### src/rtl/reset_seq_pkg.sv
// Shared definitions for the reset sequencer: FSM encoding, per-source
// qualification modes and the counter width helper.
package reset_seq_pkg;

  typedef enum logic [1:0] {
    LOCKWAIT = 2'd0,
    HOLD     = 2'd1,
    RUN      = 2'd2
  } seq_state_t;

  localparam logic [1:0] MODE_LEVEL = 2'b00;
  localparam logic [1:0] MODE_RISE  = 2'b01;
  localparam logic [1:0] MODE_FALL  = 2'b10;
  localparam logic [1:0] MODE_OFF   = 2'b11;

  // One spare bit so a counter can hold its own limit value.
  function automatic int cnt_width(input int limit);
    return $clog2(limit) + 1;
  endfunction

endpackage

### src/rtl/reset_req_filter.sv
// One reset request channel: synchroniser, debouncer and level/edge qualifier
// producing a registered single-bit trigger.
module reset_req_filter
  import reset_seq_pkg::*;
#(
  parameter int         SYNC_STAGES     = 2,
  parameter int         DEBOUNCE_CYCLES = 4,
  parameter logic [1:0] MODE            = MODE_FALL
) (
  input  logic clk,
  input  logic rst,
  input  logic req,
  output logic trig
);

  logic [SYNC_STAGES-1:0] sync_q;
  logic                   s;
  logic                   d;
  logic                   d_prev;
  logic                   trig_next;

  // Synchroniser chain for the raw asynchronous pin.
  always_ff @(posedge clk or posedge rst) begin
    if (rst) begin
      sync_q <= '0;
    end else begin
      sync_q <= {sync_q[SYNC_STAGES-2:0], req};
    end
  end

  assign s = sync_q[SYNC_STAGES-1];

  generate
    if (DEBOUNCE_CYCLES == 0) begin : g_bypass
      assign d = s;
    end else begin : g_debounce
      localparam int CW = cnt_width(DEBOUNCE_CYCLES);
      localparam logic [CW-1:0] CNT_LAST = CW'(DEBOUNCE_CYCLES - 1);
      logic [CW-1:0] cnt_q;
      logic          d_q;

      // Count consecutive disagreeing samples; any agreement restarts the count.
      always_ff @(posedge clk or posedge rst) begin
        if (rst) begin
          cnt_q <= '0;
          d_q   <= 1'b0;
        end else if (s == d_q) begin
          cnt_q <= '0;
        end else if (cnt_q == CNT_LAST) begin
          cnt_q <= '0;
          d_q   <= s;
        end else begin
          cnt_q <= cnt_q + CW'(1);
        end
      end

      assign d = d_q;
    end
  endgenerate

  // Qualify the debounced value according to the channel mode.
  always_comb begin
    trig_next = 1'b0;
    case (MODE)
      MODE_LEVEL: trig_next = d;
      MODE_RISE:  trig_next = d & ~d_prev;
      MODE_FALL:  trig_next = ~d & d_prev;
      MODE_OFF:   trig_next = 1'b0;
      default:    trig_next = 1'b0;
    endcase
  end

  always_ff @(posedge clk or posedge rst) begin
    if (rst) begin
      d_prev <= 1'b0;
      trig   <= 1'b0;
    end else begin
      d_prev <= d;
      trig   <= trig_next;
    end
  end

endmodule

### src/rtl/reset_sequencer.sv
// SoC reset manager: waits for a qualified PLL lock, stretches reset after any
// qualified request and keeps a sticky record of what caused the last reset.
module reset_sequencer
  import reset_seq_pkg::*;
#(
  parameter int                     NUM_SRC         = 2,
  parameter int                     SYNC_STAGES     = 2,
  parameter int                     DEBOUNCE_CYCLES = 4,
  parameter int                     LOCK_DELAY      = 255,
  parameter int                     STRETCH_CYCLES  = 16,
  parameter logic [2*NUM_SRC-1:0]   SRC_MODE        = {NUM_SRC{2'b10}}
) (
  input  logic               io_mainClk,
  input  logic               io_asyncReset,
  input  logic               io_pllLocked,
  input  logic [NUM_SRC-1:0] io_resetReq,
  input  logic               io_causeClear,
  output logic               io_systemReset,
  output logic [NUM_SRC:0]   io_resetCause,
  output logic [1:0]         io_state
);

  localparam int LW = cnt_width(LOCK_DELAY);
  localparam int SW = cnt_width(STRETCH_CYCLES);
  localparam logic [LW-1:0] LOCK_LAST    = LW'(LOCK_DELAY - 1);
  localparam logic [SW-1:0] STRETCH_LAST = SW'(STRETCH_CYCLES - 1);

  logic [NUM_SRC-1:0]     trig;
  logic [SYNC_STAGES-1:0] lock_sync;
  logic                   lock;
  logic                   any_trig;
  logic                   lock_loss;

  seq_state_t    state_q, state_d;
  logic [LW-1:0] lock_cnt_q, lock_cnt_d;
  logic [SW-1:0] stretch_cnt_q, stretch_cnt_d;
  logic [NUM_SRC:0] cause_q, cause_d;
  logic          sys_reset_q;

  for (genvar g = 0; g < NUM_SRC; g++) begin : g_src
    reset_req_filter #(
      .SYNC_STAGES    (SYNC_STAGES),
      .DEBOUNCE_CYCLES(DEBOUNCE_CYCLES),
      .MODE           (SRC_MODE[2*g +: 2])
    ) u_filter (
      .clk (io_mainClk),
      .rst (io_asyncReset),
      .req (io_resetReq[g]),
      .trig(trig[g])
    );
  end

  // PLL lock crosses into the clock domain through the same style of chain.
  always_ff @(posedge io_mainClk or posedge io_asyncReset) begin
    if (io_asyncReset) begin
      lock_sync <= '0;
    end else begin
      lock_sync <= {lock_sync[SYNC_STAGES-2:0], io_pllLocked};
    end
  end

  assign lock      = lock_sync[SYNC_STAGES-1];
  assign any_trig  = |trig;
  assign lock_loss = (state_q != LOCKWAIT) && !lock;

  // Next-state, counters and cause; lock loss outranks request triggers.
  always_comb begin
    state_d       = state_q;
    lock_cnt_d    = '0;
    stretch_cnt_d = '0;
    case (state_q)
      LOCKWAIT: begin
        if (!lock) begin
          lock_cnt_d = '0;
        end else if (lock_cnt_q == LOCK_LAST) begin
          state_d = HOLD;
        end else begin
          lock_cnt_d = lock_cnt_q + LW'(1);
        end
      end
      HOLD: begin
        if (!lock) begin
          state_d = LOCKWAIT;
        end else if (any_trig) begin
          stretch_cnt_d = '0;
        end else if (stretch_cnt_q == STRETCH_LAST) begin
          state_d = RUN;
        end else begin
          stretch_cnt_d = stretch_cnt_q + SW'(1);
        end
      end
      RUN: begin
        if (!lock) begin
          state_d = LOCKWAIT;
        end else if (any_trig) begin
          state_d = HOLD;
        end else begin
          state_d = RUN;
        end
      end
      default: state_d = LOCKWAIT;
    endcase

    cause_d = (io_causeClear ? '0 : cause_q) | {lock_loss, trig};
  end

  always_ff @(posedge io_mainClk or posedge io_asyncReset) begin
    if (io_asyncReset) begin
      state_q       <= LOCKWAIT;
      lock_cnt_q    <= '0;
      stretch_cnt_q <= '0;
      cause_q       <= '0;
      sys_reset_q   <= 1'b1;
    end else begin
      state_q       <= state_d;
      lock_cnt_q    <= lock_cnt_d;
      stretch_cnt_q <= stretch_cnt_d;
      cause_q       <= cause_d;
      sys_reset_q   <= (state_d != RUN);
    end
  end

  assign io_systemReset = sys_reset_q;
  assign io_resetCause  = cause_q;
  assign io_state       = state_q;

endmodule
### config.mk
export PLATFORM = sky130hd
export DESIGN_NAME = reset_sequencer
export DESIGN_NICKNAME = d
export VERILOG_FILES = /design/src/rtl/reset_seq_pkg.sv /design/src/rtl/reset_req_filter.sv /design/src/rtl/reset_sequencer.sv
export SDC_FILE = /design/constraint.sdc
export NUM_CORES = 1
export LEC_CHECK = 0
export ABC_AREA = 1
export BUFFER_PORTS_ARGS = -buffer_cell sky130_fd_sc_hd__buf_2
export CORE_ASPECT_RATIO = 1.4
export CORE_MARGIN = 5
export CORE_UTILIZATION = 62
export DETAILED_ROUTE_END_ITERATION = 8
export GPL_ROUTABILITY_DRIVEN = 0
export PLACE_DENSITY = 0.92
export REMOVE_ABC_BUFFERS = 1
export SYNTH_ARGS = -nofsm -noshare
export SYNTH_HDL_FRONTEND = slang
export SYNTH_SLANG_ARGS = --single-unit
### constraint.sdc
create_clock -name io_mainClk -period 2.5 [get_ports io_mainClk]
set_input_delay 0.375 -clock io_mainClk [delete_from_list [all_inputs] [get_ports io_mainClk]]
set_output_delay 0.375 -clock io_mainClk [all_outputs]
set_load 0.02 [all_outputs]
==> results.toml, run 1 <==
[status]
outcome = "completed"

[critical_path]
worstReg2RegEnd = "lock_cnt_q[8]"
cp_top_family = "flip-flops"
setup.worst_path.start = "io_systemReset"
ff2ff_path_depth = 6
critPathMaxStageDelay_ps = 520
worst_ep_arrival_time_ps = 1000
endpoint = "io_systemReset"
crit_type = "reg -> out"
critPathBufInv = 1
path_max_fanout = 1
crit_chain = "buf_2"
start_kind = "flop"
cp.depth = 1
r2r_slack_ps = 1250
slowest_stage = "dfstp_2"
rr_startpoint = "lock_cnt_q[0]"
end_kind = "output pin"
crit_required_ps = 2120

[clock_tree]
cts_made_buffers = 5
h-tree-depth = 2
cts_sinks = 38
root_buffer = "clkbuf_4"
cts.clk_slew.worst_paths_ps = 100
cts_tree = "built"
post_cts_resized = 0
cts_hold_buffers = 0
cts_setup_buffers = 0
clk_latency_ps = 330
cts_buffer_depth = 2

[grt]
grt_pass1_vias = 1106
grtUsageTotal_pct = 17.08
grt_pass1_wl_um = 4629
grt_start_max_net_pins = 39
grt_overflow = 0
antenna_found_initial = 0

[final_layout]
fin_nets = 180
syn_to_final_growth_pct = 9.397
final_common_cell = "dfrtp_1"
layout-drive-gt1-share_pct = 21.89
diodes = 0
final_util_pct = 71.53
most-common-layout-cells = "dfrtp_1, nand2_1, nor2_1"

[logic_synthesis]
synth_flop_cell = "dfrtp_1"
ys_warn_count = 0
synth_cell_types = 23
avgSynthCellArea_um2 = 10.65
synth_area_leader_cell = "dfrtp_1"
syn-cell-area_um2 = 1598
synth_top_area_share_pct = 57.95
synth_area_leaders = "dfrtp_1, nand2_1, nor2_1"
synthArstFlopShare_pct = 100.0
synth_cells = 150
ys_seq_area_share_pct = 59.59
synth_edf_count = 0
ys_seq_elements = 38

[timing]
setup_viol = 0
tns_ps = 0
fin_worst_skew_ps = 5.515
tightest_slew_ps = 451.8
rsz0062_at_grt = "no"
slew_headroom_pct = 69.88
fmax_mhz = 726.2
post-route-period-util_pct = 55.08
hold_violations = 0
period_needed_ps = 1377
slew_violations = 0

[power]
power.leakage_nw = 0.8453
peakVddDrop_mv = 0.5031
p_per_area_nw_per_um2 = 741.0

[route]
vias_per_cell = 5.020
drt_pass1_iterations = 4
ant_nets = 0
drt_wl_total_um = 2473
first_iter_violations = 15
wl_per_cell_um = 12.18
vias = 1019
route.detailed.drc = 0

[floorplan]
dieHeight_um = 70.07
rows = 21
start_util_pct = 65.39
die_x_um = 52.91
core_area_um2 = 2444
dieArea_um2 = 3707
pin_count = 12

[placement]
place.port_buffers = 11
dp_hpwl_um = 1900

[min_path]
holdCritPathClass = "in -> async"

[run]
cap_violations = 0
-- metrics by stage --
step | instances | worst slack [ps] | power [mW] | hold slack, ps | cell area [µm²]
floorplan | 150 | 1266 | 0.9511 | 331.2 | 1598
global placement | 196 | 1325 | 0.9949 | 332.0 | 1703
detailed placement | 196 | 1272 | 1.029 | 339.3 | 1703
CTS | 203 | 1090 | 1.316 | 118.1 | 1748
global route | 203 | 1070 | 1.388 | 111.5 | 1748
finish | 203 | 1123 | 1.295 | 119.3 | 1748
-- where the power goes --
group	internal [mW]	leakage (nW)	total, mW	switching (mW)
Sequential	0.711	0.494	0.767	0.0559
Clock	0.106	0.0254	0.284	0.178
Combinational	0.103	0.326	0.244	0.141
Total	0.921	0.845	1.30	0.375
-- synth_stat cells, types with 2 or more instances --
master / instances
nor3_1: 3
nor3b_1: 2
mux2_2: 2
nor2_4: 5
nand2_4: 2
nand2_1: 22
nand3_1: 10
xor2_1: 2
inv_1: 18
a21oi_1: 3
nor2_1: 19
ha_1: 5
nor2_2: 6
dfrtp_1: 37
o21bai_1: 2
xnor2_1: 5
-- worst min-delay path by stage --
| stage | startpoint | end | slack [ps] | cells after the start |
|---|---|---|---|---|
| after floorplan | g_src[0].u_filter.sync_q[0] | g_src[0].u_filter.sync_q[1] | 330 | 0 |
| after global placement | g_src[1].u_filter.sync_q[0] | g_src[1].u_filter.sync_q[1] | 330 | 0 |
| after detailed placement | g_src[0].u_filter.sync_q[0] | g_src[0].u_filter.sync_q[1] | 340 | 0 |
| after CTS | io_asyncReset | lock_cnt_q[1] | 120 | 3 |
| after global routing | io_pllLocked | lock_sync[0] | 110 | 1 |
| final | io_asyncReset | g_src[1].u_filter.sync_q[0] | 120 | 3 |
-- layout make-up --
cell class	instances	area (µm²)
flip-flops and latches	38	952.2
fillers	180	695.7
multi-input cells	93	574.3
inverters	19	71.32
repair buffers	12	62.56
clock buffers	7	45.04
well taps	34	42.54
-- state kept, by name, indices dropped and copies added (netlist names) --
| name | count |
|---|---|
| g_src.u_filter.d | 2 |
| g_src.u_filter.d_prev | 2 |
| g_src.u_filter.g_debounce.cnt_q | 6 |
| g_src.u_filter.sync_q | 4 |
| g_src.u_filter.trig | 2 |
| io_resetCause | 3 |
| io_state | 2 |
| io_systemReset | 1 |
| lock_cnt_q | 9 |
| lock_sync | 2 |
| stretch_cnt_q | 5 |
-- routing by layer --
metal  track usage [%]  part of all wire [%]  vias to the layer above
li1                  -                     -                      504
met1             18.39                    39                      481
met2             27.62                    52                       25
met3             6.170                   5.1                        9
met4             10.23                   3.5                        0
met5                 0                     0                        -
-- logic make-up after synthesis --
kind of cell | count (synthesis) | share of synthesized area, %
AND/OR/NAND/NOR | 72 | 24.04
flip-flops | 38 | 59.59
buffers and inverters | 19 | 4.463
AO/OA/AOI/OAI | 7 | 2.740
XOR/XNOR | 7 | 3.837
adder cells (fa/ha/maj) | 5 | 3.915
multiplexers | 2 | 1.409
Note: power is estimated with default switching activity, not from simulation.
==> run 2, diff against run 1 <==
--- a/config.mk
+++ b/config.mk
@@ -5,14 +5,14 @@
 export SDC_FILE = /design/constraint.sdc
 export NUM_CORES = 1
 export LEC_CHECK = 0
-export ABC_AREA = 1
+export ABC_AREA = 0
 export BUFFER_PORTS_ARGS = -buffer_cell sky130_fd_sc_hd__buf_2
 export CORE_ASPECT_RATIO = 1.4
 export CORE_MARGIN = 5
-export CORE_UTILIZATION = 62
+export CORE_UTILIZATION = 57
 export DETAILED_ROUTE_END_ITERATION = 8
 export GPL_ROUTABILITY_DRIVEN = 0
-export PLACE_DENSITY = 0.92
+export PLACE_DENSITY = 0.86
 export REMOVE_ABC_BUFFERS = 1
 export SYNTH_ARGS = -nofsm -noshare
 export SYNTH_HDL_FRONTEND = slang
==> constraint.sdc (replaced) <==
create_clock -name io_mainClk -period 1.4 [get_ports io_mainClk]
set_input_delay 0.21 -clock io_mainClk [delete_from_list [all_inputs] [get_ports io_mainClk]]
set_output_delay 0.21 -clock io_mainClk [all_outputs]
set_load 0.02 [all_outputs]
==> run 2 against run 1 <==
  * Register-to-register slack lost 1200 ps
  * Combinational power grew 59%
  * Total power grew 81%
  * Final area grew 0.29%
  * Sequential cell count is the same
  * Clock skew grew 7.5 ps
  * Setup slack lost 1100 ps
  * Final cell count shrank 8.4%
==> results.toml, run 2 <==
[placement]
dp_hpwl_um = 1748
place.port_buffers = 11
pre_cts_ws_ps = -35.90
dp.cells = 172

[route]
vias = 988
vias_per_cell = 5.312
wl_per_cell_um = 13.61
first_iter_violations = 16
drt_pass1_iterations = 4
ant_nets = 0
route.detailed.drc = 0
drt_wl_total_um = 2531

[floorplan]
core_area_um2 = 2560
start_util_pct = 57.82
pin_count = 12
die_x_um = 53.07
dieArea_um2 = 3730
dieHeight_um = 70.30
rows = 22

[logic_synthesis]
synth_area_leader_cell = "dfrtp_1"
avgSynthCellArea_um2 = 12.33
synthArstFlopShare_pct = 100.0
synth_area_leaders = "dfrtp_1, ha_1, nor2_1"
ys_warn_count = 0
synth_cells = 120
synth_flop_cell = "dfrtp_1"
ys_seq_area_share_pct = 64.33
synth_cell_types = 29
synth.most_common_cell = "dfrtp_1"
synth_xor_area_share_pct = 4.142
synth_edf_count = 0
ys_top_cells_by_count = "dfrtp_1, nor2_1, nand3_1"
synth_compound_area_share_pct = 6.762
synth_simple_gate_area_share_pct = 17.50
syn-cell-area_um2 = 1480
synth_top_family_by_area = "simple AND/OR/NAND/NOR gates"
ys_seq_elements = 38
synth_top_area_share_pct = 62.55
synthMuxAreaShare_pct = 1.522
synth-adder-area-share_pct = 4.227

[final_layout]
reg.largest.list = "lock_cnt_q (9), g_src.u_filter.g_debounce.cnt_q (6), stretch_cnt_q (5)"
regArea_um2 = 952.2
diodes = 0
multiInputGateArea_um2 = 523.0
fin_nets = 160
largest_reg_flops = 9
regMostFlops = "lock_cnt_q"
fill_cells = 208
layout-drive-gt1-share_pct = 23.33
final_common_cell = "dfrtp_1"
most-common-layout-cells = "dfrtp_1, nor2_1, buf_2"
final_util_pct = 68.48
final_cells = 186
syn_to_final_growth_pct = 18.43

[critical_path]
ff2ff_path_depth = 4
critPathMaxStageDelay_ps = 490
rr_startpoint = "lock_cnt_q[1]"
crit_type = "reg -> reg"
path_max_fanout = 4
setup.worst_path.start = "lock_cnt_q[1]"
crit_required_ps = 1670
start_kind = "flop"
crit_chain = "ha_2 > nand3_2 > or4b_4 > a21oi_2"
end_kind = "flop"
worst_ep_arrival_time_ps = 1670
slowest_stage = "or4b_4"

[clock_tree]
cts_sinks = 38
cts_tree = "built"
cts.clk_slew.worst_paths_ps = 100
h-tree-depth = 2
clk_latency_ps = 340
cts_made_buffers = 5
root_buffer = "clkbuf_4"
cts_buffer_depth = 2

[timing]
rsz0062_at_grt = "yes"
post-route-period-util_pct = 99.90
fin_worst_skew_ps = 13.04
hold_violations = 0
setup_viol = 0
fmax_mhz = 715.0
slew_violations = 0
period_needed_ps = 1399
holdWs_ps = 159.0
fin_ws_ps = 1.390
tightest_slew_ps = 403.3
slew_headroom_pct = 73.09

[power]
peakVddDrop_mv = 0.9404
p_switching_uw = 636.7
p_per_area_nw_per_um2 = 1335
comb_power_share_pct = 16.6
power.leakage_nw = 0.8151
fin_total_pwr_mw = 2.341
p_sw_share_pct = 27.20
p_int_mw = 1.704
pwr-share-clk_pct = 24.2
pwr-share-seq_pct = 59.3

[min_path]
holdCritPathClass = "in -> reg"
hp-start = "io_causeClear"
whs_path_depth = 3

[status]
outcome = "completed"

[grt]
antenna_found_initial = 0
grtUsageTotal_pct = 17.18
grt_start_max_net_pins = 16
grt_pass1_wl_um = 4581
grt_overflow = 0
grt_pass1_vias = 1012

[run]
cap_violations = 0
run 2: changes by cell type after synthesis, moves of 3 or more:
cell,before,now
o21ai_0,1,6
nor2_2,6,0
nor2b_1,0,5
inv_1,18,5
nor3b_1,2,5
nand2_1,22,4
nand3_1,10,7
nor2_1,19,12
nor2_4,5,0
run 2: path summary, 6_finish.rpt:
kind                                             to  slack, ps
max                                   lock_cnt_q[8]          1
min in group asynchronous          io_resetCause[1]        380
min reg2reg                            lock_sync[1]        360
min                                io_resetCause[2]        160
max reg2reg                           lock_cnt_q[8]          1
max in group asynchronous  g_src[0].u_filter.d_prev        460
run 2: critical path: cells and delay by family, from the launching register on:
| kind | cells | cell delay, ps |
|---|---|---|
| adder cells (fa/ha/maj) | 1 | 210 |
| AO/OA/AOI/OAI | 1 | 130 |
| flip-flops | 1 | 410 |
| AND/OR/NAND/NOR | 2 | 580 |
run 2: power by group through the flow:
stage	logic [mW]	registers [mW]	clock network, mW
after floorplan	0.245	1.41	0
after global placement	0.351	1.39	0
after detailed placement	0.374	1.41	0
after CTS	0.394	1.39	0.595
after global routing	0.437	1.41	0.655
final	0.388	1.39	0.566
run 2: repair_timing:
action / in CTS / in global routing
hold buffers: 4 / 0
buffers inserted: 2 / 0
pin swaps: 2 / 1
resized for setup: 4 / 1
setup endpoints to repair: 8 / 9
endpoints found under the hold margin: 11 / 0
run 2: per-layer routing:
metal	GRT usage [%]	up-vias	wire [µm]
li1	-	475	-
met1	20.17	492	1066
met2	27.49	16	1310
met3	6.397	5	112
met4	7.386	0	42
met5	0	-	0
run 2: area by class of cell:
type / instances / area share [%]
flip-flops and latches: 38 / 54.32
multi-input cells: 76 / 29.84
repair buffers: 23 / 8.851
clock buffers: 8 / 3.355
well taps: 36 / 2.570
inverters: 5 / 1.071
run 2: stage by stage:
step           instance area, µm²  setup TNS (ps)
6_report                     1753               0
5_1_grt                      1753          -920.4
4_1_cts                      1750          -1.218
3_5_place_dp                 1622          -35.90
3_3_place_gp                 1622               0
2_1_floorplan                1476               0
run 2: cells by family (layout without fill, tap and decap cells):
| family | Yosys count | count (layout) |
|---|---|---|
| simple gates | 46 | 46 |
| flops | 38 | 38 |
| compound gates | 16 | 16 |
| xor+xnor | 7 | 7 |
| buf+inv | 6 | 36 |
| fa+ha+maj | 5 | 5 |
| mux | 2 | 2 |
